### config.mk
export PLATFORM = sky130hd
export DESIGN_NAME = state_packet_tx
export DESIGN_NICKNAME = d
export VERILOG_FILES = /design/src/rtl/state_packet_tx.sv
export SDC_FILE = /design/constraint.sdc
export NUM_CORES = 1
export LEC_CHECK = 0
export CAP_MARGIN = 20
export CORE_MARGIN = 1.5
export CORE_UTILIZATION = 25
export CTS_BUF_LIST = sky130_fd_sc_hd__clkbuf_16
export CTS_CLUSTER_SIZE = 12
export DETAILED_ROUTE_END_ITERATION = 8
export PLACE_DENSITY = 0.47
export SLEW_MARGIN = 20
export SYNTH_ARGS = -nofsm -noshare
export SYNTH_HDL_FRONTEND = slang
export SYNTH_SLANG_ARGS = --single-unit
### constraint.sdc
create_clock -name clock -period 5.1 [get_ports clock]
set_input_delay 1.02 -clock clock [delete_from_list [all_inputs] [get_ports clock]]
set_output_delay 1.02 -clock clock [all_outputs]
set_load 0.01 [all_outputs]
### src/rtl/state_packet_tx.sv
// Captures a snapshot of the local game state and sends it as a 13-byte
// framed packet (sync, 11 payload bytes, checksum) over an 8N1 UART line.
module state_packet_tx #(
  parameter int unsigned CLKS_PER_BIT = 218,
  parameter logic [7:0]  SYNC_BYTE    = 8'hA5
) (
  input  logic        clock,
  input  logic        reset,
  input  logic        send,
  input  logic [1:0]  player_id,
  input  logic [2:0]  game_state,
  input  logic [7:0]  time_left,
  input  logic [9:0]  point_total,
  input  logic [3:0]  orders,
  input  logic [3:0]  player_state,
  input  logic [23:0] team_name,
  input  logic [1:0]  player_direction,
  input  logic [8:0]  player_loc_x,
  input  logic [8:0]  player_loc_y,
  output logic        tx,
  output logic        busy,
  output logic        done,
  output logic [15:0] packets_sent
);

  localparam int unsigned CW = (CLKS_PER_BIT > 1) ? $clog2(CLKS_PER_BIT) : 1;
  localparam logic [CW-1:0] BIT_LAST = CW'(CLKS_PER_BIT - 1);
  localparam logic [3:0] LAST_BYTE = 4'd12;

  typedef enum logic [2:0] {IDLE, START, DATA, STOP, FINISH} state_t;

  state_t        state, state_next;
  logic [CW-1:0] baud_cnt;
  logic [2:0]    bit_idx;
  logic [3:0]    byte_idx;
  logic          pending;
  logic [15:0]   sent_count;
  logic          launch;
  logic          sending;
  logic          bit_done;

  logic [1:0]  snap_player_id;
  logic [2:0]  snap_game_state;
  logic [7:0]  snap_time_left;
  logic [9:0]  snap_point_total;
  logic [3:0]  snap_orders;
  logic [3:0]  snap_player_state;
  logic [23:0] snap_team_name;
  logic [1:0]  snap_direction;
  logic [8:0]  snap_loc_x;
  logic [8:0]  snap_loc_y;

  logic [7:0] pkt [16];
  logic [7:0] checksum;
  logic [7:0] cur_byte;

  // Packet bytes are a pure function of the snapshot, so mid-packet input
  // changes can never reach the line.
  always_comb begin
    for (int unsigned i = 0; i < 16; i++) pkt[i] = '0;
    pkt[0]  = SYNC_BYTE;
    pkt[1]  = {snap_player_id, 3'b000, snap_game_state};
    pkt[2]  = snap_time_left;
    pkt[3]  = {6'b0, snap_point_total[9:8]};
    pkt[4]  = snap_point_total[7:0];
    pkt[5]  = {snap_orders, snap_player_state};
    pkt[6]  = snap_team_name[23:16];
    pkt[7]  = snap_team_name[15:8];
    pkt[8]  = snap_team_name[7:0];
    pkt[9]  = {snap_direction, 4'b0, snap_loc_y[8], snap_loc_x[8]};
    pkt[10] = snap_loc_x[7:0];
    pkt[11] = snap_loc_y[7:0];
    checksum = '0;
    for (int unsigned i = 1; i < 12; i++) checksum = checksum + pkt[i];
    pkt[12] = checksum;
    cur_byte = pkt[byte_idx];
  end

  assign sending      = (state == START) || (state == DATA) || (state == STOP);
  assign bit_done     = (baud_cnt == BIT_LAST);
  assign packets_sent = sent_count;

  always_comb begin
    state_next = state;
    tx         = 1'b1;
    busy       = 1'b0;
    done       = 1'b0;
    launch     = 1'b0;
    case (state)
      IDLE: begin
        if (send) begin
          launch     = 1'b1;
          state_next = START;
        end
      end
      START: begin
        tx   = 1'b0;
        busy = 1'b1;
        if (bit_done) state_next = DATA;
      end
      DATA: begin
        tx   = cur_byte[bit_idx];
        busy = 1'b1;
        if (bit_done && (bit_idx == 3'd7)) state_next = STOP;
      end
      STOP: begin
        busy = 1'b1;
        if (bit_done) state_next = (byte_idx == LAST_BYTE) ? FINISH : START;
      end
      FINISH: begin
        // A queued request keeps busy high and relaunches without an idle gap.
        done = 1'b1;
        busy = pending;
        if (pending || send) begin
          launch     = 1'b1;
          state_next = START;
        end else begin
          state_next = IDLE;
        end
      end
      default: state_next = IDLE;
    endcase
  end

  always_ff @(posedge clock) begin
    if (reset) begin
      state             <= IDLE;
      baud_cnt          <= '0;
      bit_idx           <= '0;
      byte_idx          <= '0;
      pending           <= 1'b0;
      sent_count        <= '0;
      snap_player_id    <= '0;
      snap_game_state   <= '0;
      snap_time_left    <= '0;
      snap_point_total  <= '0;
      snap_orders       <= '0;
      snap_player_state <= '0;
      snap_team_name    <= '0;
      snap_direction    <= '0;
      snap_loc_x        <= '0;
      snap_loc_y        <= '0;
    end else begin
      state <= state_next;

      if (sending && !bit_done) baud_cnt <= baud_cnt + 1'b1;
      else                      baud_cnt <= '0;

      if (state == DATA && bit_done) bit_idx <= bit_idx + 1'b1;

      if (launch)                        byte_idx <= '0;
      else if (state == STOP && bit_done) byte_idx <= byte_idx + 1'b1;

      if (launch)               pending <= 1'b0;
      else if (sending && send) pending <= 1'b1;

      if (state == FINISH) sent_count <= sent_count + 16'd1;

      if (launch) begin
        snap_player_id    <= player_id;
        snap_game_state   <= game_state;
        snap_time_left    <= time_left;
        snap_point_total  <= point_total;
        snap_orders       <= orders;
        snap_player_state <= player_state;
        snap_team_name    <= team_name;
        snap_direction    <= player_direction;
        snap_loc_x        <= player_loc_x;
        snap_loc_y        <= player_loc_y;
      end
    end
  end

endmodule

=== Word level (Yosys, flattened, before mapping) ===
Cells that the tools add are included.

* Register bits: 110
* Input bits: 78
* Word-level logic and storage cells: 77

* Add/subtract/negate cells: 14
* Order comparisons: 2
* Equal/unequal tests: 11
* Mux-type cells: 18
* Bitwise logic cells: 2
* Reduce and logical (&&, ||, !) cells: 14

{| class="wikitable"
|+ Operators with widths
! operator !! number
|-
| 8-bit adder || 9
|-
| 8-bit binary-select mux with 4-bit select || 1
|-
| 16-bit by 1-bit adder with 16-bit output (second input constant) || 1
|-
| 8-bit 2-to-1 mux || 2
|-
| 3-bit 2-to-1 mux || 5
|-
| 3-bit one-hot mux with 5 select lines || 1
|-
| 8-bit by 1-bit adder with 8-bit output (second input constant) || 1
|-
| 8-bit by 2-bit adder with 8-bit output || 1
|-
| 8-bit equality test (second input constant) || 1
|-
| 3-bit by 2-bit equality test with 1-bit output (second input constant) || 2
|-
| 3-bit equality test (second input constant) || 2
|-
| 2-bit != test (second input constant) || 3
|-
| 1-bit one-hot mux with 2 select lines || 3
|-
| 5-bit >= comparator (second input constant) || 1
|-
| 1-bit logical AND || 5
|-
| 1-bit 2-to-1 mux || 5
|-
| 4-bit NOT with 5-bit output || 1
|-
| 4-bit by 1-bit adder with 4-bit output (second input constant) || 1
|-
| 4-bit equality test (second input constant) || 1
|-
| 3-bit by 4-bit less-than comparator with 1-bit output (second input constant) || 1
|-
| 4-bit AND reduction || 1
|-
| 2-bit OR reduction || 2
|-
| 3-bit by 1-bit adder with 3-bit output (second input constant) || 1
|-
| 1-bit binary-select mux with 3-bit select || 1
|-
| 7 further kinds || 9
|}

=== Depth between registers and ports, before layout ===
* Depth after elaboration: 16
* Mapped depth: 17
* Gate-level depth less buffers: 17

=== Worst setup path before layout ===
Ideal clock, no wire load.

* Path type: register to output
* Start: register snap_game_state[1]
* End: output tx
* Data arrival time: 4.589 ns
* Required time: 4.080 ns
* Path slack: -0.509 ns
* Stages on the path, launching flop included: 17
* Path buffers: 0
* Cells stage by stage: dfxtp_1 > fa_1 > inv_1 > fa_1 > fa_1 > inv_1 > fa_1 > ha_1 > ha_1 > fa_1 > a21o_1 > a21oi_1 > xnor2_1 > a221oi_1 > o311a_1 > a31oi_1 > o22a_1

* Word-level cells in the longest chain between the ends: 16

{| class="wikitable"
|+ Ends and longest elaborated chain
! element !! line !! RTL
|-
| start, declared || 43 || <nowiki>logic [2:0] snap_game_state;</nowiki>
|-
| start signal, assigned || 161 || <nowiki>snap_game_state <= game_state;</nowiki>
|-
| 8-bit adder || 74 || <nowiki>for (int unsigned i = 1; i < 12; i++) checksum = checksum + pkt[i];</nowiki>
|-
| 8-bit by 2-bit adder with 8-bit output || 74 ||
|-
| 8-bit adder (8 in series) || 74 ||
|-
| 8-bit binary-select mux with 4-bit select * || 76 || <nowiki>cur_byte = pkt[byte_idx];</nowiki>
|-
| 8-bit 2-to-1 mux (implied by the code) * (2 in series) || 76 ||
|-
| 1-bit binary-select mux with 3-bit select * || 102 || <nowiki>tx = cur_byte[bit_idx];</nowiki>
|-
| 1-bit 2-to-1 mux (implied by the code) * || 102 ||
|-
| 1-bit one-hot mux with 2 select lines * || 89 || <nowiki>case (state)</nowiki>
|-
| end, declared || 20 || <nowiki>output logic tx,</nowiki>
|}

Mark *: on every way between the ends. The rest lies on a longest branch, timed or not. The select of a mux whose other input is x is not followed.

=== Final worst setup path ===
* Start: register snap_team_name[17]
* End: output tx

* Word-level cells in the longest chain between the ends: 12

{| class="wikitable"
|+ Ends and longest elaborated chain
! element !! line !! RTL
|-
| start, declared || 48 || <nowiki>logic [23:0] snap_team_name;</nowiki>
|-
| start signal, assigned || 166 || <nowiki>snap_team_name <= team_name;</nowiki>
|-
| 8-bit adder (6 in series) || 74 ||
|-
| 8-bit binary-select mux with 4-bit select * || 76 ||
|-
| 8-bit 2-to-1 mux (implied by the code) * (2 in series) || 76 ||
|-
| 1-bit binary-select mux with 3-bit select * || 102 ||
|-
| 1-bit 2-to-1 mux (implied by the code) * || 102 ||
|-
| 1-bit one-hot mux with 2 select lines * || 89 ||
|}

Marks and branches as above.

==> impl_metrics.tcl <==
set metrics [dict create \
    run_status "finished, violations left" \
    failed_checks "negative setup slack" \
    die_area_um2 27500 \
    global_route.overflow_total 0 \
    worst-endpoint-required_ns 4.08 \
    syn_inst 783 \
    yosysWarningCount 0 \
    drt-initial-drc-count 233 \
    fin_nets 1059 \
    cp_cell_sequence "fa_1, inv_1, fa_1, fa_1, inv_1, fa_1, ha_4, ha_4, fa_2, a21o_1, a21oi_2, xnor2_1, a221oi_2, o311a_1, a31oi_2, o22a_1, buf_6" \
    number_of_hold_violations_in_the_final_report 0 \
    finalWirelength_um 19300 \
    static-leakage-power_nw 3.31 \
    max_freq_mhz 167 \
    timing.critical_path.fanout_max 3 \
    finalSetupTns_ns -0.893 \
    pin_count 97 \
    dpl_worst_slack_ns -1.03 \
    cts_post_setup_buffers_inserted 0 \
    gp_routability_congestion 0.840 \
    met3_length_um 549 \
    drv.max_cap_violation_count 0 \
    synth_seq_area_share 0.332 \
    utilization_of_the_core_after_routing 0.333 \
    placement_rows 59 \
    placed_area_um2 8330 \
    first_global_vias 5580 \
    antenna_cells 0 \
    total_power_mw 2.52 \
    post-route-drc-count 0 \
    count_of_flip_flops_with_a_built_in_enable_after_synthesis 0 \
    synth.top_cells.by_area "sky130_fd_sc_hd__dfxtp_1 (33%), sky130_fd_sc_hd__fa_1 (14%), sky130_fd_sc_hd__nand2_1 (9.8%)" \
    routedWlPerCell_um 15.4 \
    worst_skew_pair_later_pin_latency_ns 0.36 \
    synthDominantAreaCellType "sky130_fd_sc_hd__dfxtp_1" \
    die_h_um 166 \
    setup_slack_ns -0.893 \
    final_max_slew_viol_count 0 \
    clock_path_buffers 2 \
    max_slew_margin 0.409 \
    vias 5627 \
    syn_area_per_cell_um2 8.47 \
    synthFlopType "sky130_fd_sc_hd__dfxtp_1" \
    cts.hold.buffers_added 0 \
    timing.critical_path.from_type "flop" \
    period_share 1.18 \
    netlist-cell-type-count 54 \
    worst_hold_slack_ns 0.455 \
    critPathKind "flop to output pin" \
    final_cells 1252 \
    period_needed_ns 5.99 \
    route.layer.met1.wl_um 9150 \
    critPathCaptureType "output pin" \
    grt_util_all_layers 0.144 \
    cellPowerDensity_nw_per_um2 290 \
    dp_cells 1236 \
    rsz0062_at_grt "true" \
    timing.hold.worst.class "flop to flop" \
    skew_final_ns 0.00798 \
    cts_tree "yes" \
    place_hpwl_um 14700 \
    core_region_area_um2 26100 \
    numPortBuffers 96 \
    final_common_cell "sky130_fd_sc_hd__nand2_1" \
    setup_viol 1 \
    grt_max_degree 70 \
    ant_nets 0 \
    postSynthNetCount 930 \
    initial_core_util 0.255 \
    met2RoutedLength_um 9310 \
    cpMaxStageDelayCell "sky130_fd_sc_hd__fa_1" \
    cts.clk_slew.worst_paths_ns 0.07 \
    ys_ff_latch 110 \
    top_family_by_delay_on_critical_path "adder cells" \
    grt_antenna_before_repair 0 \
    viasPerCell 4.49 \
    drive_gt1_frac 0.119 \
    yosys.area.top_type_share 0.332 \
    grt_pass1_wl_um 30800 \
    power.ir.vdd_worst_mv 0.129 \
    mostFrequentLayoutCells "sky130_fd_sc_hd__nand2_1 (174), sky130_fd_sc_hd__dfxtp_1 (109), sky130_fd_sc_hd__clkdlybuf4s50_1 (94), sky130_fd_sc_hd__a21oi_1 (87), sky130_fd_sc_hd__inv_1 (73)" \
    detail_route.first_pass.iterations 5 \
    top_signal_layer_used "met4" \
    post-route-cell-area_um2 8690 \
    cts_root_cell "sky130_fd_sc_hd__clkbuf_16" \
    crit_path_frequent_cell "sky130_fd_sc_hd__fa_1" \
    cts-htree-levels 3 \
    clock-sinks 110 \
    netlist_area_um2 6630 \
    critical_path_arrival_ns 4.97 \
    cpPeakStageDelay_ns 0.55 \
    growth_of_design_area_from_synthesis_to_finish_pct 31.0 \
    die_w_um 166 \
    max_slew.worst_pin.slew_ns 0.882 \
    worst-path-buf-inv 3 \
    cts_inserted_buffers 9 \
    postSynth.asyncResetShare 0 \
]
[flip-flops by register name (all words and copies together), names as in the netlist]
signal             count
snap_loc_y             9
snap_game_state        3
snap_team_name        24
snap_point_total      10
snap_loc_x             9
pending                1
baud_cnt               8
snap_player_state      4
snap_direction         2
state                  3
snap_player_id         2
snap_orders            4
snap_time_left         8
byte_idx               4
packets_sent          16
bit_idx                3
[worst register-to-register path, cell delays in order, from the launching register on]
cell	delay (ns)
sky130_fd_sc_hd__dfxtp_1	0.39
sky130_fd_sc_hd__ha_1	0.17
sky130_fd_sc_hd__nand4b_1	0.10
sky130_fd_sc_hd__nor3_1	0.56
sky130_fd_sc_hd__nand2_1	0.13
sky130_fd_sc_hd__nor2_1	0.35
sky130_fd_sc_hd__nand4_1	0.17
sky130_fd_sc_hd__xnor2_1	0.19
sky130_fd_sc_hd__nor3_1	0.06
[layer usage]
layer | vias up | global-route usage
met1 | 2680 | 0.197
met4 | 0 | 0.0447
li1 | 2834 | -
met3 | 15 | 0.0176
met2 | 98 | 0.237
met5 | - | 0
[cells in the mapped netlist (2+ instances only)]
| master | instances |
|---|---|
| sky130_fd_sc_hd__buf_4 | 4 |
| sky130_fd_sc_hd__nor2_1 | 39 |
| sky130_fd_sc_hd__a221oi_1 | 5 |
| sky130_fd_sc_hd__and2_1 | 3 |
| sky130_fd_sc_hd__mux2_2 | 3 |
| sky130_fd_sc_hd__nand3_1 | 15 |
| sky130_fd_sc_hd__nand3b_1 | 2 |
| sky130_fd_sc_hd__and4_1 | 2 |
| sky130_fd_sc_hd__xor2_1 | 18 |
| sky130_fd_sc_hd__nand4_1 | 4 |
| sky130_fd_sc_hd__a31oi_1 | 2 |
| sky130_fd_sc_hd__ha_1 | 23 |
| sky130_fd_sc_hd__clkbuf_1 | 28 |
| sky130_fd_sc_hd__dfxtp_1 | 110 |
| sky130_fd_sc_hd__a311oi_1 | 2 |
| sky130_fd_sc_hd__o21ai_0 | 22 |
| sky130_fd_sc_hd__inv_1 | 72 |
| sky130_fd_sc_hd__mux4_2 | 7 |
| sky130_fd_sc_hd__a21oi_1 | 89 |
| sky130_fd_sc_hd__o21a_1 | 2 |
| sky130_fd_sc_hd__buf_6 | 3 |
| sky130_fd_sc_hd__nand2b_1 | 5 |
| sky130_fd_sc_hd__mux2i_1 | 17 |
| sky130_fd_sc_hd__fa_1 | 46 |
| sky130_fd_sc_hd__nand2_1 | 174 |
| sky130_fd_sc_hd__xnor2_1 | 24 |
| sky130_fd_sc_hd__o311a_1 | 2 |
| sky130_fd_sc_hd__and3_1 | 6 |
| sky130_fd_sc_hd__nor2b_1 | 2 |
| sky130_fd_sc_hd__a221o_1 | 2 |
| sky130_fd_sc_hd__nor3_1 | 11 |
| sky130_fd_sc_hd__o211ai_1 | 4 |
| sky130_fd_sc_hd__or3_1 | 4 |
| sky130_fd_sc_hd__a21o_1 | 3 |
| sky130_fd_sc_hd__buf_2 | 5 |
| sky130_fd_sc_hd__o22ai_1 | 2 |
| sky130_fd_sc_hd__buf_1 | 2 |
| sky130_fd_sc_hd__a211oi_1 | 3 |
[cells by family (layout without fill, tap and decap cells)]
logic type | count (synthesis) | count (layout) | share of synthesized area
compound gates | 146 | 146 | 0.128
xor+xnor | 42 | 42 | 0.0555
fa+ha+maj | 69 | 69 | 0.182
buf+inv | 115 | 249 | 0.0719
flops | 110 | 110 | 0.332
mux | 27 | 27 | 0.0545
simple gates | 274 | 274 | 0.176
[area by class of cell]
cell class,count,area (um^2)
flip-flops and latches,110,2200
clock buffers,9,225
inverters,72,270
fillers,2766,17400
repair buffers,161,1470
clock inverters,7,42.5
multi-input cells,558,4050
well taps,335,419
[report_power, final]
group | total (mW) | internal (mW) | switching [mW]
Combinational | 0.917 | 0.459 | 0.458
Clock | 0.675 | 0.329 | 0.346
Sequential | 0.931 | 0.897 | 0.0338
Total | 2.52 | 1.68 | 0.838
[final timing paths]
kind / start / endpoint / slack [ns] / cells after the start
worst max register to register: baud_cnt[0] / byte_idx[3] / 2.83 / 8
worst min register to register: snap_player_id[0] / snap_player_id[0] / 0.46 / 2
worst max-delay path: snap_team_name[17] / tx / -0.89 / 17
worst min-delay path: snap_player_id[0] / snap_player_id[0] / 0.46 / 2
[timing repair]
action / 4_1_cts / 5_1_grt
setup endpoints to repair: 1 / 1
pin swaps: 7 / 2
resized for setup: 10 / 7
No activity file was read; power rests on OpenSTA's default activity.
==> RTL change (same settings) <==
Encoding of `state_t`: now Gray code (3 bits for 5 states).
--- a/src/rtl/state_packet_tx.sv
+++ b/src/rtl/state_packet_tx.sv
@@ -27,7 +27,7 @@
   localparam logic [CW-1:0] BIT_LAST = CW'(CLKS_PER_BIT - 1);
   localparam logic [3:0] LAST_BYTE = 4'd12;
 
-  typedef enum logic [2:0] {IDLE, START, DATA, STOP, FINISH} state_t;
+  typedef enum logic [2:0] {IDLE = 3'b000, START = 3'b001, DATA = 3'b011, STOP = 3'b010, FINISH = 3'b110} state_t;
 
   state_t        state, state_next;
   logic [CW-1:0] baud_cnt;
Behaviour: same outputs for any inputs over 10 cycles, from zero or initial values and one cycle with reset high; not proved beyond that.
==> RTL change against the original RTL <==
- the run still ends with negative setup slack left
- non-clock buffer count grew 9
- clock skew grew 0.0088 ns
- synthesized area shrank 0.40%
- core utilization grew 0.69 points
- worst setup slack lost 0.13 ns
- wire length grew 3.4%
- final cell count is the same
- final area grew 1.8%
- power grew 11%
- sequential cell count is the same
- count of clock-buffer cells in the layout is the same
- critical path depth shrank 2
- synthesized cell count shrank 0.89%
- first-iteration DRC count grew 10%
==> RTL change: results (changes against the original RTL) <==
CP max FO 2 (-1); Iteration-0 DRC Markers 257 (+10%); global-route wire length before repair 32000 um (+3.8%); Sum Neg Setup Slack -1.02 ns (-0.131 ns); register area share after synthesis 33.3% (+0.13 points); Global Route Usage Sum 15.4% (+1.0 points); Reg2Reg Setup Slack 2.99 ns (+0.16 ns); endpoints failing setup 1 (unchanged); Worst Hold Launch baud_cnt[0]; R2R depth 5 (-3); Synth Area in XOR/XNOR 5.85% (+0.31 points); Synth area leaders dfxtp_1, fa_1, nand2_1; number of global-route vias before repair 5969 (+7.0%); post-synthesis compound-gate area fraction 13.0% (+0.24 points); Clock net power 0.000773 W (+15%); failing checks negative setup slack; Arr. time, crit path 5.10 ns (+0.13 ns); Routed WL per cell 15.9 um (+3.4%); Clock Skews 0.0168 ns (+0.00878 ns); clock-pin slew on the worst setup and hold paths 0.10 ns (+0.03 ns); layout cells sized above 1 14.0% (+2.1 points); mux contribution to synthesized area 5.47% (+0.022 points); Final Wtd Congestion 0.820 (-2.4%); LEAKAGE 3.41 nW (+3.0%); worst-skew pair later-pin latency 0.38 ns (+0.02 ns); DR vias/cell 4.53 (+0.84%); worst reg2reg path startpoint state[2]; first drt pass iteration count 4 (-1); Synth top cells by count nand2_1, dfxtp_1, a21oi_1; Detailed Place HPWL 15300 um (+4.4%); Critical R2R Capture snap_time_left[5]; status finished with violations; Synth Area in Adders 18.3% (+0.072 points); setup ws final -1.02 ns (-0.131 ns); final hold slack 0.483 ns (+0.0282 ns); placed inst area 8430 sq um (+1.2%); worst hold endpoint baud_cnt[0]; Worst slew margin 43.0% (+2.1 points); part of the power in registers 33.6% (-3.3 points); post-synthesis net count 923 (-0.75%); share of power burned in the clock network 27.6% (+0.8 points); Internal Power 0.00182 W (+8.2%); Yosys cell types 53 (-1.9%)
[RTL change: cell types whose count changed after synthesis, moves of 4 or more]
cell,before,now
o21ai_0,22,13
a21oi_1,89,95
buf_4,4,0
clkbuf_1,28,32
nor2_1,39,35
[RTL change: what timing repair did]
action	in CTS	in global routing
hold buffers	0	0
setup buffers	1	0
endpoints found under the setup margin	1	1
resized for setup	19	2
pin swaps	18	3
[RTL change: worst reg2reg max path: cells and delay by family, from the launching register on]
family | cells | cell delay [ns]
flip-flops | 1 | 0.54
AND/OR/NAND/NOR | 1 | 0.28
buffers and inverters | 1 | 0.61
AO/OA/AOI/OAI | 3 | 0.61
[RTL change: worst max path at each step]
| stage | startpoint | end | slack [ns] | cells past startpoint |
|---|---|---|---|---|
| finish | snap_orders[2] | tx | -1.02 | 15 |
| global route | snap_orders[2] | tx | -1.25 | 15 |
| CTS | snap_team_name[6] | tx | -1.11 | 15 |
| detailed placement | snap_team_name[17] | tx | -1.13 | 18 |
| global placement | snap_team_name[17] | tx | -1.07 | 18 |
| floorplan | snap_time_left[5] | tx | -0.30 | 15 |
[RTL change: cell type report]
class                   instances  area, sq um
inverters                      73          274
clock inverters                 7         98.8
fillers                      2790        17100
repair buffers                170         1520
well taps                     335          419
clock buffers                   9          225
multi-input cells             548         4100
flip-flops and latches        110         2210
[RTL change: metal layers]
metal,track usage [%],up-vias,wire length [um]
met5,0,-,0
met1,19.7,2722,9200
li1,-,2842,-
met3,2.70,20,634
met4,4.10,0,305
met2,26.7,90,9820
[RTL change: per-stage QoR]
stage / worst slack [ns] / std cells
after global routing: -1.25 / 1252
after global placement: -1.07 / 1235
after floorplan: -0.297 / 776
after detailed placement: -1.13 / 1235
final: -1.02 / 1252
after CTS: -1.11 / 1252
